[config.mk]
export PLATFORM = sky130hd
export DESIGN_NAME = uart_tx_scheduler
export DESIGN_NICKNAME = d
export VERILOG_FILES = /design/src/rtl/uart_tx_scheduler_pkg.sv /design/src/rtl/uart_tx_scheduler_rr_pick.sv /design/src/rtl/uart_tx_scheduler.sv
export SDC_FILE = /design/constraint.sdc
export NUM_CORES = 1
export LEC_CHECK = 0
export BUFFER_PORTS_ARGS = -buffer_cell sky130_fd_sc_hd__buf_2
export CAP_MARGIN = 10
export CORE_MARGIN = 2
export CORE_UTILIZATION = 43
export CTS_CLUSTER_DIAMETER = 200
export CTS_CLUSTER_SIZE = 30
export DETAILED_ROUTE_END_ITERATION = 16
export PLACE_DENSITY = 0.81
export SLEW_MARGIN = 10
export SYNTH_ARGS = -nofsm -noshare
export SYNTH_HDL_FRONTEND = slang
export SYNTH_HIERARCHICAL = 1
export SYNTH_SLANG_ARGS = --single-unit
[constraint.sdc]
create_clock -name clk -period 1.9 [get_ports clk]
set_input_delay 0.38 -clock clk [delete_from_list [all_inputs] [get_ports clk]]
set_output_delay 0.38 -clock clk [all_outputs]
set_load 0.02 [all_outputs]
[src/rtl/uart_tx_scheduler_pkg.sv]
// Shared definitions for the UART transmit scheduler: FSM state encoding,
// default byte width and a sizing helper used for index/counter widths.
package uart_tx_scheduler_pkg;

    typedef enum logic [1:0] {
        IDLE      = 2'd0,
        SEND      = 2'd1,
        WAIT_BUSY = 2'd2,
        WAIT_DONE = 2'd3
    } sched_state_t;

    localparam int DEFAULT_WORD_LEN = 8;

    // Bits needed to index 'value' items, never less than one.
    function automatic int clog2_min1(input int value);
        int bits;
        bits = 0;
        while ((1 << bits) < value) bits++;
        return (bits < 1) ? 1 : bits;
    endfunction

endpackage

[src/rtl/uart_tx_scheduler_rr_pick.sv]
// Combinational round-robin picker: first valid requester at or after rr_ptr,
// wrapping modulo N_REQ, so indices >= N_REQ are never produced.
module uart_tx_scheduler_rr_pick
    import uart_tx_scheduler_pkg::*;
#(
    parameter int   N_REQ = 4,
    localparam int  GW    = clog2_min1(N_REQ)
) (
    input  logic [N_REQ-1:0] req_valid,
    input  logic [GW-1:0]    rr_ptr,
    output logic [GW-1:0]    pick,
    output logic             any_valid
);

    logic [GW-1:0] cand;

    // Scan from the far end back toward rr_ptr so the closest valid index wins.
    always_comb begin
        pick      = '0;
        any_valid = 1'b0;
        cand      = '0;
        for (int k = N_REQ - 1; k >= 0; k--) begin
            cand = GW'((int'(rr_ptr) + k) % N_REQ);
            if (req_valid[cand]) begin
                pick      = cand;
                any_valid = 1'b1;
            end
        end
    end

endmodule

[src/rtl/uart_tx_scheduler.sv]
// Shares one UART transmitter between N_REQ byte sources using round-robin
// arbitration with bounded bursts, a one-cycle load strobe and a start timeout.
module uart_tx_scheduler
    import uart_tx_scheduler_pkg::*;
#(
    parameter int   WORD_LEN      = DEFAULT_WORD_LEN,
    parameter int   N_REQ         = 4,
    parameter int   MAX_BURST     = 4,
    parameter int   START_TIMEOUT = 64,
    localparam int  GW            = clog2_min1(N_REQ)
) (
    input  logic                      clk,
    input  logic                      reset,
    input  logic [N_REQ-1:0]          req_valid,
    input  logic [N_REQ-1:0]          req_last,
    input  logic [N_REQ*WORD_LEN-1:0] req_data,
    output logic [N_REQ-1:0]          req_ready,
    output logic [WORD_LEN-1:0]       tx_data,
    output logic                      tx_valid,
    input  logic                      tx_busy,
    output logic [GW-1:0]             grant_id,
    output logic                      arb_busy,
    output logic                      tx_timeout_err
);

    localparam int            TW         = clog2_min1(START_TIMEOUT);
    localparam int            BW         = clog2_min1(MAX_BURST);
    localparam logic [TW-1:0] TIMER_LAST = TW'(START_TIMEOUT - 1);
    localparam logic [BW-1:0] BURST_LAST = BW'(MAX_BURST - 1);
    localparam logic [GW-1:0] LAST_IDX   = GW'(N_REQ - 1);

    sched_state_t          state, state_n;
    logic [GW-1:0]         rr_ptr, rr_ptr_n;
    logic [GW-1:0]         grant_n;
    logic [BW-1:0]         burst_cnt, burst_n;
    logic [TW-1:0]         timer, timer_n;
    logic [WORD_LEN-1:0]   tx_data_n;
    logic                  last_q, last_n;
    logic [GW-1:0]         pick;
    logic                  any_valid;
    logic [GW-1:0]         src_sel;
    logic [GW-1:0]         next_ptr;
    logic [WORD_LEN-1:0]   load_data;
    logic                  load_last;

    uart_tx_scheduler_rr_pick #(
        .N_REQ     (N_REQ)
    ) u_rr_pick (
        .req_valid (req_valid),
        .rr_ptr    (rr_ptr),
        .pick      (pick),
        .any_valid (any_valid)
    );

    // The byte is captured on the way into SEND so tx_data is already stable
    // in the same cycle as the tx_valid strobe.
    assign src_sel   = (state == IDLE) ? pick : grant_id;
    assign load_data = req_data[int'(src_sel)*WORD_LEN +: WORD_LEN];
    assign load_last = req_last[src_sel];
    assign next_ptr  = (grant_id == LAST_IDX) ? '0 : grant_id + 1'b1;
    assign arb_busy  = (state != IDLE);

    always_ff @(posedge clk) begin
        if (!reset) begin
            state     <= IDLE;
            rr_ptr    <= '0;
            grant_id  <= '0;
            burst_cnt <= '0;
            timer     <= '0;
            tx_data   <= '0;
            last_q    <= 1'b0;
        end else begin
            state     <= state_n;
            rr_ptr    <= rr_ptr_n;
            grant_id  <= grant_n;
            burst_cnt <= burst_n;
            timer     <= timer_n;
            tx_data   <= tx_data_n;
            last_q    <= last_n;
        end
    end

    always_comb begin
        state_n        = state;
        rr_ptr_n       = rr_ptr;
        grant_n        = grant_id;
        burst_n        = burst_cnt;
        timer_n        = timer;
        tx_data_n      = tx_data;
        last_n         = last_q;
        tx_valid       = 1'b0;
        req_ready      = '0;
        tx_timeout_err = 1'b0;

        case (state)
            IDLE: begin
                // A busy transmitter here may be a frame left over from before reset.
                if (!tx_busy && any_valid) begin
                    grant_n   = pick;
                    burst_n   = '0;
                    tx_data_n = load_data;
                    last_n    = load_last;
                    state_n   = SEND;
                end
            end
            SEND: begin
                tx_valid           = 1'b1;
                req_ready[grant_id] = 1'b1;
                timer_n            = '0;
                state_n            = WAIT_BUSY;
            end
            WAIT_BUSY: begin
                if (tx_busy) begin
                    state_n = WAIT_DONE;
                end else if (timer == TIMER_LAST) begin
                    tx_timeout_err = 1'b1;
                    rr_ptr_n       = next_ptr;
                    state_n        = IDLE;
                end else begin
                    timer_n = timer + 1'b1;
                end
            end
            WAIT_DONE: begin
                if (!tx_busy) begin
                    if (!last_q && (burst_cnt < BURST_LAST) && req_valid[grant_id]) begin
                        burst_n   = burst_cnt + 1'b1;
                        tx_data_n = load_data;
                        last_n    = load_last;
                        state_n   = SEND;
                    end else begin
                        rr_ptr_n = next_ptr;
                        state_n  = IDLE;
                    end
                end
            end
            default: state_n = IDLE;
        endcase
    end

endmodule
Word-level counts from Yosys, hierarchy flattened:

Index checks and enable logic that the tools add are counted.

* word-level logic and storage cells: 106
* bits in registers: 23
* input bits: 43

* shift-type cells: 1
* reduce and logical (&&, ||, !) cells: 16
* add/sub/neg operators: 6
* equal/unequal tests: 13
* muxes and demuxes: 55
* magnitude comparators: 8

Operators with widths (number)
* $mux W2: 17
* $shiftx A32 B6 Y8: 1
* $mux W8: 3
* $mux W1: 19
* $lt A2 B3 Y1 const B: 6
* $pmux W8 S2: 1
* $bmux W1 S2: 6
* $mux W6: 2
* $ne A2 B2 Y1 const B: 6
* $pmux W6 S2: 1
* $pmux W2 S2: 2
* $pmux W2 S4: 1
* $reduce_bool A2 Y1: 4
* $add A2 B1 Y2 const B: 3
* $add A6 B1 Y6 const B: 1
* $eq A2 B2 Y1 const B: 3
* $eq A6 B6 Y1 const B: 1
* $reduce_and A3 Y1: 2
* $reduce_and A5 Y1: 1
* $add A2 B2 Y2 const B: 2
* $logic_and A1 B1 Y1: 4
* $mux W4: 1
* $reduce_and A4 Y1: 1
* $ne A3 B3 Y1 const B: 1
* 9 further kinds: 10

Logic depth before layout (Yosys ltp):

* word-level depth: 13
* depth in mapped cells: 9

Hierarchy:

Netlist, hierarchy kept.

By module, submodules not included
* uart_tx_scheduler: cells an instance 168, area an instance 1420.1 um2, times used 1, sequential area each 460.4 um2
* uart_tx_scheduler_rr_pick: cells an instance 13, area an instance 77.6 um2, times used 1, sequential area each 0.0 um2

Least setup slack after synthesis:

Ideal clock, no wire load.

* path type: input-to-reg
* start: in req_valid[3]
* end: reg tx_data[4]
* setup time: 67 ps
* arrival: 1886 ps
* setup slack: -54 ps
* stages on the path: 9
* buffers on the path: 2
* cell sequence: nand2b_1 > a211oi_1 > nor2_1 > mux2_4 > buf_12 > buf_8 > mux2i_1 > a221o_1 > a21oi_2

* word-level cells in the longest chain between the ends: 11

Ends and longest elaborated chain
* start, declared: RTL line uart_tx_scheduler.sv:14 `input logic [N_REQ-1:0] req_valid,`
* $bmux W1 S2: RTL line uart_tx_scheduler_rr_pick.sv:24 `if (req_valid[cand]) begin`
* $mux W1 (implied by the code): RTL line uart_tx_scheduler_rr_pick.sv:24
* $mux W2 (3 in series): RTL line uart_tx_scheduler_rr_pick.sv:24
* $mux W2 (*): RTL line uart_tx_scheduler_rr_pick.sv:24
* via pick[1]: RTL line uart_tx_scheduler.sv:39 `logic [GW-1:0] pick;`
* $mux W2 (*): RTL line uart_tx_scheduler.sv:57 `assign src_sel = (state == IDLE) ? pick : grant_id;`
* $shiftx A32 B6 Y8 (*): RTL line uart_tx_scheduler.sv:58 `assign load_data = req_data[int'(src_sel)*WORD_LEN +: WORD_LEN];`
* $mux W8: RTL line uart_tx_scheduler.sv:125 `if (!last_q && (burst_cnt < BURST_LAST) && req_valid[grant_id]) begin`
* $mux W8: RTL line uart_tx_scheduler.sv:124 `if (!tx_busy) begin`
* $pmux W8 S2 (*): RTL line uart_tx_scheduler.sv:95 `case (state)`
* end signal, assigned: RTL line uart_tx_scheduler.sv:78 `tx_data <= tx_data_n;`
* end, declared: RTL line uart_tx_scheduler.sv:18 `output logic [WORD_LEN-1:0] tx_data,`

Mark *: on every way through the listed nets, which the timed path passes. The rest lies on a longest branch. The select of a mux whose other input is x is not followed.
A chain may end at the register's enable or synchronous reset.

Final worst setup path:

* start: reg rr_ptr[1]
* end: reg tx_data[1]

* word-level cells in the longest chain between the ends: 12

Ends and longest elaborated chain
* start, declared: RTL line uart_tx_scheduler.sv:33 `logic [GW-1:0] rr_ptr, rr_ptr_n;`
* start signal, assigned: RTL line uart_tx_scheduler.sv:74 `rr_ptr <= rr_ptr_n;`
* $add A2 B2 Y2: RTL line uart_tx_scheduler_rr_pick.sv:23 `cand = GW'((int'(rr_ptr) + k) % N_REQ);`
* $bmux W1 S2: RTL line uart_tx_scheduler_rr_pick.sv:24
* $mux W1 (implied by the code): RTL line uart_tx_scheduler_rr_pick.sv:24
* $mux W2 (3 in series): RTL line uart_tx_scheduler_rr_pick.sv:24
* $mux W2 (*): RTL line uart_tx_scheduler_rr_pick.sv:24
* via pick[1]: RTL line uart_tx_scheduler.sv:39
* $mux W2 (*): RTL line uart_tx_scheduler.sv:57
* $shiftx A32 B6 Y8 (*): RTL line uart_tx_scheduler.sv:58
* $mux W8: RTL line uart_tx_scheduler.sv:125
* $mux W8: RTL line uart_tx_scheduler.sv:124
* $pmux W8 S2 (*): RTL line uart_tx_scheduler.sv:95

Marked as above.

==> results.toml <==
[sta]
slew_headroom_pct = 72.5
rsz0062_at_grt = "yes"
whs_ns = 0.393
drv_slew = 0
finalCriticalPeriod_ns = 1.87
final.setup_skew_ns = 0.00495
finalCritPeriodShare_pct = 98.3
final-setup-viol-count = 0
worst_pin_slew_ns = 0.410
max_freq_mhz = 535
final_hold_viol_count = 0

[die]
core_area_um2 = 3340
die_h_um = 63.0
start_util_pct = 44.9
placementRows = 21
die-area_um2 = 3970
dieWidth_um = 63.0
pin_count = 60

[synthesis]
avgSynthCellArea_um2 = 8.27
async_reset_ff_share_pct = 0
synth_flop_cell = "dfxtp_1"
syn_area_um2 = 1500
synth_edf_count = 0
ys_ff_latch = 23
synth_nets = 230
netlist_instances = 181
ys_types = 38
yosysWarnings = 6
synth-seq-area-share_pct = 30.7

[power_and_ir_drop]
powerDensity_nw_per_um2 = 1040
seqPwrFrac_pct = 32.5
p_clk_share_pct = 11.3
pwr-share-comb_pct = 56.2
p_sw_uw = 896
p_leak_uw = 0.000898
netSwitchingFraction_pct = 43.3
peakVddDrop_mv = 0.536
p_int_uw = 1170

[finish]
fin_area_um2 = 1990
final_nets = 300
multi_input_area_um2 = 1020
fin_cells = 296
areaGrowthSynthToFinish_pct = 32.7
drive_gt1_share_pct = 38.4
insertedDiodeCount = 0
n_fill_cell = 307
final_cell_mix = "buf_2, nand2_1, a21oi_1, dfxtp_1"
final_common_cell = "buf_2"
ff_latch_area_um2 = 465

[routing]
firstDrtPassIters = 4
drt_wl_total_mm = 3.65
vias = 1570
vias_per_cell = 5.30
drtAntennaViolNets = 0
drt_iter0_drc = 59
routedWlPerCell_um = 12.3
route.detailed.drc = 0

[clocking]
htree_num_levels = 1
numCtsBuffers = 3
hold_buffers = 0
path_clk_slew_ns = 0.13
clock-sinks = 23
cts_buffer_depth = 2
cts_root_buf = "clkbuf_4"
cts_tree = "done"
clock_latency_ns = 0.32

[grt]
use_met1_pct = 23.6
antenna_found_initial = 0
grt_max_degree = 23
grt_pass1_wl_mm = 6.02
grt.total_usage_pct = 18.6
grt_pass1_vias = 1398
met3_usage_pct = 4.50
grt_use_met2_pct = 30.1
grt_overflow = 0
grt.busiest_layer = "met2"

[setup_path]
end_kind = "register"
crit_path_start_kind = "register"
crit_arrival_ns = 2.12
critPathMaxFanout = 6
cp.required_ns = 2.15
path_class = "register to register"

[placement]
hpwl_mm = 2.68
place_congestion = 0.809
placed_cell_area_um2 = 1900
dp_cells = 290
portBuffers = 59

[worst_hold_path]
worstHoldPathType = "input pin to register"

[flow_run]
maxCapViolations = 0

[status]
status = "complete, no violations"
routing by layer:
layer,wire (um),vias to the layer above
met3,313,7
met5,0,-
met1,1660,711
met4,57,0
li1,-,789
met2,1620,63
power groups by stage:
stage	Combinational [uW]	Sequential, uW	Clock, uW
finish	1160	671	235
floorplan	703	758	0
global route	1260	689	263
detailed placement	1100	679	0
CTS	1130	670	243
global placement	1080	679	0
final timing paths:
kind / to / cells after the start / slack, ns / from
setup / recovery: tx_data[1] / 7 / 0.03 / rr_ptr[1]
hold / removal: timer[5] / 3 / 0.39 / reset
setup reg to reg: tx_data[1] / 7 / 0.03 / rr_ptr[1]
hold reg to reg: tx_data[1] / 2 / 0.46 / tx_data[1]
through the flow:
| step | util (%) | worst slack (ns) | power [uW] | setup TNS (ns) |
|---|---|---|---|---|
| finish | 59.5 | 0.0321 | 2070 | 0 |
| detailed placement | 57.0 | -0.153 | 1780 | -1.20 |
| global route | 59.5 | -0.0284 | 2220 | -0.111 |
| CTS | 58.3 | 0.0311 | 2040 | 0 |
| global placement | 57.0 | -0.0948 | 1760 | -0.777 |
| floorplan | - | 0.00128 | 1460 | 0 |
cell type report:
class / count / share of cell area [%]
clock buffer: 3 / 1.13
tap: 46 / 2.90
multi-input combinational: 145 / 51.1
timing repair buffer: 70 / 19.6
clock inverter: 1 / 0.252
inverter: 8 / 1.51
sequential: 23 / 23.4
Yosys cell counts, drive strengths merged (2+ instances only):
master / instances / share of area, %
nand2: 29 / 7.3
and2: 4 / 1.7
mux2: 2 / 1.8
inv: 7 / 1.8
buf: 5 / 3.3
a221o: 9 / 6.0
dfxtp: 23 / 31
nand3: 5 / 1.7
clkbuf: 2 / 0.50
a31o: 2 / 1.2
a21oi: 28 / 9.6
xnor2: 4 / 2.3
or3: 3 / 1.3
ha: 6 / 5.0
nand2b: 5 / 2.1
a211oi: 3 / 2.2
nor2: 16 / 4.5
mux2i: 14 / 9.4
sequential cells by signal, indices dropped and copies added, names as in the netlist:
register	cells
tx_data	8
timer	6
burst_cnt	2
grant_id	2
rr_ptr	2
state	2
last_q	1
worst max-delay path: stages, from the launching register on:
cell      delay, ns
dfxtp_2        0.44
nor3b_2        0.08
a211oi_4       0.25
nor2_4         0.09
mux2_2         0.35
mux2i_1        0.14
a221o_1        0.34
a21oi_1        0.11
what timing repair did:
| action | in CTS | in global routing |
|---|---|---|
| setup buffers | 0 | 0 |
| pin swaps | 0 | 3 |
| endpoints found under the hold margin | 0 | 0 |
| endpoints found under the setup margin | 9 | 12 |
| gates resized for setup | 3 | 8 |
| cloned | 1 | 1 |
kinds of logic after synthesis:
group / synth area share, %
compound gates: 21.4
xor+xnor: 2.34
fa+ha+maj: 5.01
buf+inv: 5.85
flops: 30.7
mux: 12.6
simple gates: 22.1
(Power assumes the default switching activity.)
